## src/rtl/prio_rr_arbiter_if.sv

```systemverilog
// Request/grant bundle for prio_rr_arbiter.
//   master : requester side, drives en/mode/lock/req, observes the grant.
//   slave  : arbiter side, observes controls/requests, drives the grant.
// Signals:
//   en        evaluation enable (0 freezes the arbiter)
//   mode      0 = fixed priority (MSB highest), 1 = round-robin
//   lock      hold the current grant while its requester stays asserted
//   req       N-bit request vector
//   grant_idx binary index of the granted requester
//   grant_oh  one-hot grant, zero when no grant is active
//   valid     a grant is active
interface prio_rr_arbiter_if #(
  parameter int unsigned N = 8
);
  localparam int unsigned W = $clog2(N);

  logic         en;
  logic         mode;
  logic         lock;
  logic [N-1:0] req;
  logic [W-1:0] grant_idx;
  logic [N-1:0] grant_oh;
  logic         valid;

  modport master (
    output en, mode, lock, req,
    input  grant_idx, grant_oh, valid
  );

  modport slave (
    input  en, mode, lock, req,
    output grant_idx, grant_oh, valid
  );
endinterface

```

## src/rtl/prio_rr_arbiter.sv

```systemverilog
// Registered N-way arbiter: fixed priority (highest index wins) or
// round-robin (rotating pointer), selectable per cycle, with clock enable
// and grant lock. Outputs update one cycle after req is sampled.
// Ports:
//   clk    rising-edge clock
//   rst_n  asynchronous active-low reset
//   bus    prio_rr_arbiter_if.slave (en, mode, lock, req -> grant_idx,
//          grant_oh, valid)
module prio_rr_arbiter #(
  parameter int unsigned N = 8
) (
  input  logic               clk,
  input  logic               rst_n,
  prio_rr_arbiter_if.slave   bus
);
  localparam int unsigned W = $clog2(N);

  logic [W-1:0] idx_q, idx_d;
  logic [N-1:0] oh_q, oh_d;
  logic         valid_q, valid_d;
  logic [W-1:0] last_q, last_d;

  logic [W-1:0] fp_idx;
  logic [W-1:0] rr_idx;
  logic         rr_found;
  logic [W-1:0] win_idx;
  logic         hold;

  // (base + off) mod N without a divider; off is at most N.
  function automatic logic [W-1:0] wrap_add(input logic [W-1:0] base,
                                            input int unsigned off);
    int unsigned s;
    s = 32'(base) + off;
    if (s >= N) s = s - N;
    return W'(s);
  endfunction

  // Fixed priority: the last set bit seen while scanning upward is the highest.
  always_comb begin
    fp_idx = '0;
    for (int unsigned i = 0; i < N; i++) begin
      if (bus.req[i]) fp_idx = W'(i);
    end
  end

  // Round-robin: scan from last+1 around to last itself; first hit wins.
  always_comb begin
    rr_idx   = '0;
    rr_found = 1'b0;
    for (int unsigned off = 1; off <= N; off++) begin
      if (!rr_found && bus.req[wrap_add(last_q, off)]) begin
        rr_found = 1'b1;
        rr_idx   = wrap_add(last_q, off);
      end
    end
  end

  assign hold    = bus.lock && valid_q && bus.req[idx_q];
  assign win_idx = bus.mode ? rr_idx : fp_idx;

  always_comb begin
    idx_d   = idx_q;
    oh_d    = oh_q;
    valid_d = valid_q;
    last_d  = last_q;
    if (bus.en && !hold) begin
      if (bus.req == '0) begin
        idx_d   = '0;
        oh_d    = '0;
        valid_d = 1'b0;
      end else begin
        idx_d   = win_idx;
        oh_d    = N'(1) << win_idx;
        valid_d = 1'b1;
        if (bus.mode) last_d = win_idx;
      end
    end
  end

  // last resets to N-1 so the first round-robin search begins at index 0.
  always_ff @(posedge clk or negedge rst_n) begin
    if (!rst_n) begin
      idx_q   <= '0;
      oh_q    <= '0;
      valid_q <= 1'b0;
      last_q  <= W'(N - 1);
    end else begin
      idx_q   <= idx_d;
      oh_q    <= oh_d;
      valid_q <= valid_d;
      last_q  <= last_d;
    end
  end

  assign bus.grant_idx = idx_q;
  assign bus.grant_oh  = oh_q;
  assign bus.valid     = valid_q;
endmodule

```

## src/flat_wrapper.sv

```systemverilog
// flat-port wrapper written by rule: the top's interface ports become plain ports
module prio_rr_arbiter_flat 
#(
  parameter int unsigned N = 8
)
  (clk, rst_n, bus_en, bus_mode, bus_lock, bus_req, bus_grant_idx, bus_grant_oh, bus_valid);
  prio_rr_arbiter_if #(.N(N)) bus_i ();
  input  logic clk;
  input  logic rst_n;
  input wire logic [$bits(bus_i.en)-1:0] bus_en;
  input wire logic [$bits(bus_i.mode)-1:0] bus_mode;
  input wire logic [$bits(bus_i.lock)-1:0] bus_lock;
  input wire logic [$bits(bus_i.req)-1:0] bus_req;
  output wire logic [$bits(bus_i.grant_idx)-1:0] bus_grant_idx;
  output wire logic [$bits(bus_i.grant_oh)-1:0] bus_grant_oh;
  output wire logic [$bits(bus_i.valid)-1:0] bus_valid;
  assign bus_i.en = bus_en;
  assign bus_i.mode = bus_mode;
  assign bus_i.lock = bus_lock;
  assign bus_i.req = bus_req;
  assign bus_grant_idx = bus_i.grant_idx;
  assign bus_grant_oh = bus_i.grant_oh;
  assign bus_valid = bus_i.valid;
  prio_rr_arbiter #(.N(N)) u_core (.clk(clk), .rst_n(rst_n), .bus(bus_i));
endmodule
```

## config.mk

```make
export PLATFORM = sky130hd
export DESIGN_NAME = prio_rr_arbiter_flat
export DESIGN_NICKNAME = d
export VERILOG_FILES = /design/src/rtl/prio_rr_arbiter_if.sv /design/src/rtl/prio_rr_arbiter.sv /design/src/flat_wrapper.sv
export SDC_FILE = /design/constraint.sdc
export NUM_CORES = 1
export LEC_CHECK = 0
export ABC_CLOCK_PERIOD_IN_PS = 4800
export BUFFER_PORTS_ARGS = -buffer_cell sky130_fd_sc_hd__buf_2
export CAP_MARGIN = 20
export CORE_MARGIN = 2
export CORE_UTILIZATION = 50
export DETAILED_ROUTE_END_ITERATION = 7
export PLACE_DENSITY = 0.74
export REMOVE_ABC_BUFFERS = 1
export SLEW_MARGIN = 20
export SYNTH_ARGS = -nofsm -noshare
export SYNTH_HDL_FRONTEND = slang
export SYNTH_SLANG_ARGS = --single-unit
```

## constraint.sdc

```tcl
create_clock -name clk -period 4.8 [get_ports clk]
set_input_delay 0.72 -clock clk [delete_from_list [all_inputs] [get_ports clk]]
set_output_delay 0.72 -clock clk [all_outputs]
set_load 0.02 [all_outputs]
```

==> metrics.md <==
| Metric | Value |
|---|---|
| Outcome | `finished clean` |
| Routed Antenna Nets | `0` |
| Initial antenna violation count | `0` |
| Worst EP arrival | `4.44 ns` |
| CP delay by family, top | `simple AND/OR/NAND/NOR gates` |
| Req. time, crit path | `4.95 ns` |
| Post-synthesis mux area share | `0.404` |
| Worst setup SP type | `flip-flop` |
| RSZ-0062 raised after global routing | `no` |
| Setup slack after layout | `0.511 ns` |
| Worst-path clk slew | `0.06 ns` |
| Register area share after synthesis | `0.204` |
| Core area | `3610 sq um` |
| Yosys top cell area share | `0.206` |
| IO Pins | `25` |
| Drc violations | `0` |
| Die ar. | `4210 sq um` |
| Post-synth top area cell | `mux4_2` |
| Die Y | `between 60 and 70 microns` |
| Mean area per synthesized cell | `9.97 sq um` |
| Initial DRC Count | `about 150` |
| Filler instances | `315` |
| Crit-path max FO | `12` |
| CP peak stage delay | `0.69 ns` |
| Adder-Cell Fraction of Synth Area | `0.0135` |
| Leakage power | `0.860 nW` |
| # rows | `22` |
| Asr flop ratio synth | `1.00` |
| RD Place Congestion | `0.879` |
| WHS | `~0.36 ns` |
| Buffers added on ports | `24` |
| Max IR drop VDD | `roughly 0.31 mV` |
| Post-synth EDFFs | `0` |
| Seq cells post-synth | `15` |
| Post-Route WL | `4890 microns` |
| # H-tree levels | `1` |
| Cell at the slowest stage of the critical path | `dfstp_2` |
| Rel. slew slack | `0.611` |
| CTS buffer count | `3` |
| CTS max path bufs | `2` |
| Setup TNS | `0 ns` |
| CTS tree | `built` |
| Layout cells sized above 1 | `0.299` |
| Simple-gate share of the synthesized area | `0.142` |
| MaxCap Viol Count | `0` |
| Largest net degree at the start of global routing | `23` |
| Peak Freq | `233 MHz` |
| Post-DR vias/cell | `6.66` |
| Resize count post-CTS | `0` |
| First drt pass iteration count | `4` |
| Hold Violations, Final | `0` |
| Count leader, synth | `nand2_1` |
| Synth area leaders | `mux4_2, dfrtp_1, mux2i_1, mux4_1, nand2_1` |
| CTS Sinks | `15` |
| WL/cell | `a little under 20 microns` |
| Critical path type | `flip-flop to flip-flop` |
| Hold Crit Class | `primary input to asynchronous set/reset pin` |
| # nets final | `217` |
| Hold buffer count at cts | `0` |
| Ant. Diodes | `0` |
| Yosys cell types | `50` |
| Pins Over Slew Limit | `0` |
| Pre-CTS WS | `0.562 ns` |
| Syn Std Cell Area | `1850 sq um` |
| Clock skew | `0.00686 ns` |
| Grt total ovfl | `0` |
| CP bufs+invs | `1` |
| Post-CTS setup buffers | `0` |
| Root Buffer | `clkbuf_8` |
| Minimum clock period | `4.29 ns` |
| GRT Total Usage | `0.257` |
| Cell Pwr Density | `795 nW/um^2` |
| Final setup viols | `0` |
| Commonest cells post-synth | `nand2_1, mux2i_1, mux4_2` |
| DP HPWL | `3460 microns` |
| Via count | `around 1,700` |
| Synthesized netlist cell count | `186` |
| Vias in the first global route | `1,630` |
| Main combinational cell family by area after synthesis | `multiplexers` |
| Starting Density | `0.514` |
| Top_reg_cell synth | `dfrtp_1` |
| Layout Area Growth over Synthesis | `9.72%` |
| Final Cycle Share | `0.894` |
| Compound-Gate Fraction of Synth Area | `0.159` |
| Synth Area in XOR/XNOR | `0.0142` |
| First-pass GRT wire length | `8300 microns` |
| Worst Tran Pin Value | `roughly 0.57 ns` |
| YS warnings | `0` |
| Critical-path cell list | `inv_1 -> ha_1 -> mux2_1 -> mux4_2 -> or4b_1 -> or3_1 -> or2_0 -> a311o_1 -> o31ai_1` |
| Clock latency on the worst-skew pair | `0.26 ns` |
| Critical path capture point type | `flip-flop` |
| Die Width | `64.9 microns` |
==> final timing paths <==
check / startpoint / to / slack [ns] / cells past startpoint
max: u_core.last_q[0] / u_core.bus.grant_oh[4] / 0.51 / 9
min: rst_n / u_core.bus.grant_oh[2] / 0.36 / 1
max reg2reg: u_core.last_q[0] / u_core.bus.grant_oh[4] / 0.51 / 9
min reg2reg: u_core.bus.grant_oh[3] / u_core.bus.grant_oh[3] / 0.48 / 2
max in group asynchronous: rst_n / u_core.last_q[0] / 4.14 / 1
min in group clk: u_core.bus.grant_oh[3] / u_core.bus.grant_oh[3] / 0.48 / 2
==> cell type report <==
cell class                 count  area, sq um  area share
sequential                    15          379       0.186
multi-input combinational    144         1360       0.667
tap                           48         60.1      0.0295
clock buffer                   3         41.3      0.0203
inverter                       9         33.8      0.0166
clock inverter                 1         5.00     0.00246
timing repair buffer          29          158      0.0775
==> metal layers <==
layer	part of all wire	up-vias	global-route usage
li1	-	759	-
met1	0.42	804	0.361
met2	0.49	85	0.415
met3	0.083	10	0.0469
met4	0.014	0	0.0559
met5	0	-	0
==> cells by family after synthesis <==
family | Yosys count
multiplexers | 46
XOR/XNOR | 3
AO/OA/AOI/OAI | 41
adder cells (fa/ha/maj) | 2
flip-flops | 15
buffers and inverters | 27
AND/OR/NAND/NOR | 52
==> per-stage QoR <==
step / total power (W) / utilization / cells / area, sq um
after global routing: 0.00175 / 0.564 / 249 / 2030
final: 0.00162 / 0.564 / 249 / 2030
after global placement: 0.00145 / 0.551 / 245 / 1990
after detailed placement: 0.00149 / 0.551 / 245 / 1990
after CTS: 0.00160 / 0.564 / 249 / 2030
after floorplan: 0.00118 / - / 168 / 1770
==> state kept, by name (all words and copies together) (netlist names) <==
signal / count
u_core.bus.grant_oh: 8
u_core.bus.valid: 1
u_core.bus.grant_idx: 3
u_core.last_q: 3
==> report_power, final <==
part / leakage, nW / internal, W / switching [W]
Combinational: 0.648 / 0.000567 / 0.000679
Sequential: 0.186 / 0.000191 / 0.0000762
Clock: 0.0255 / 0.0000576 / 0.0000465
Total: 0.860 / 0.000816 / 0.000802
==> layout by cell type (no fill, tap or decap), types with 3 or more instances in the layout <==
master and n:
a21oi_1 4, mux2_2 6, mux2i_1 17, or3_1 3, nor3_1 3, dfrtp_1 12
inv_1 9, o21ai_0 8, mux4_1 4, dfstp_2 3, mux4_2 17, nand2b_1 3
nand2_1 23, buf_4 5, o31ai_1 8, buf_2 24, o221ai_1 3, clkbuf_8 3
nor2_1 6
No activity file was read; power rests on OpenSTA's default activity.
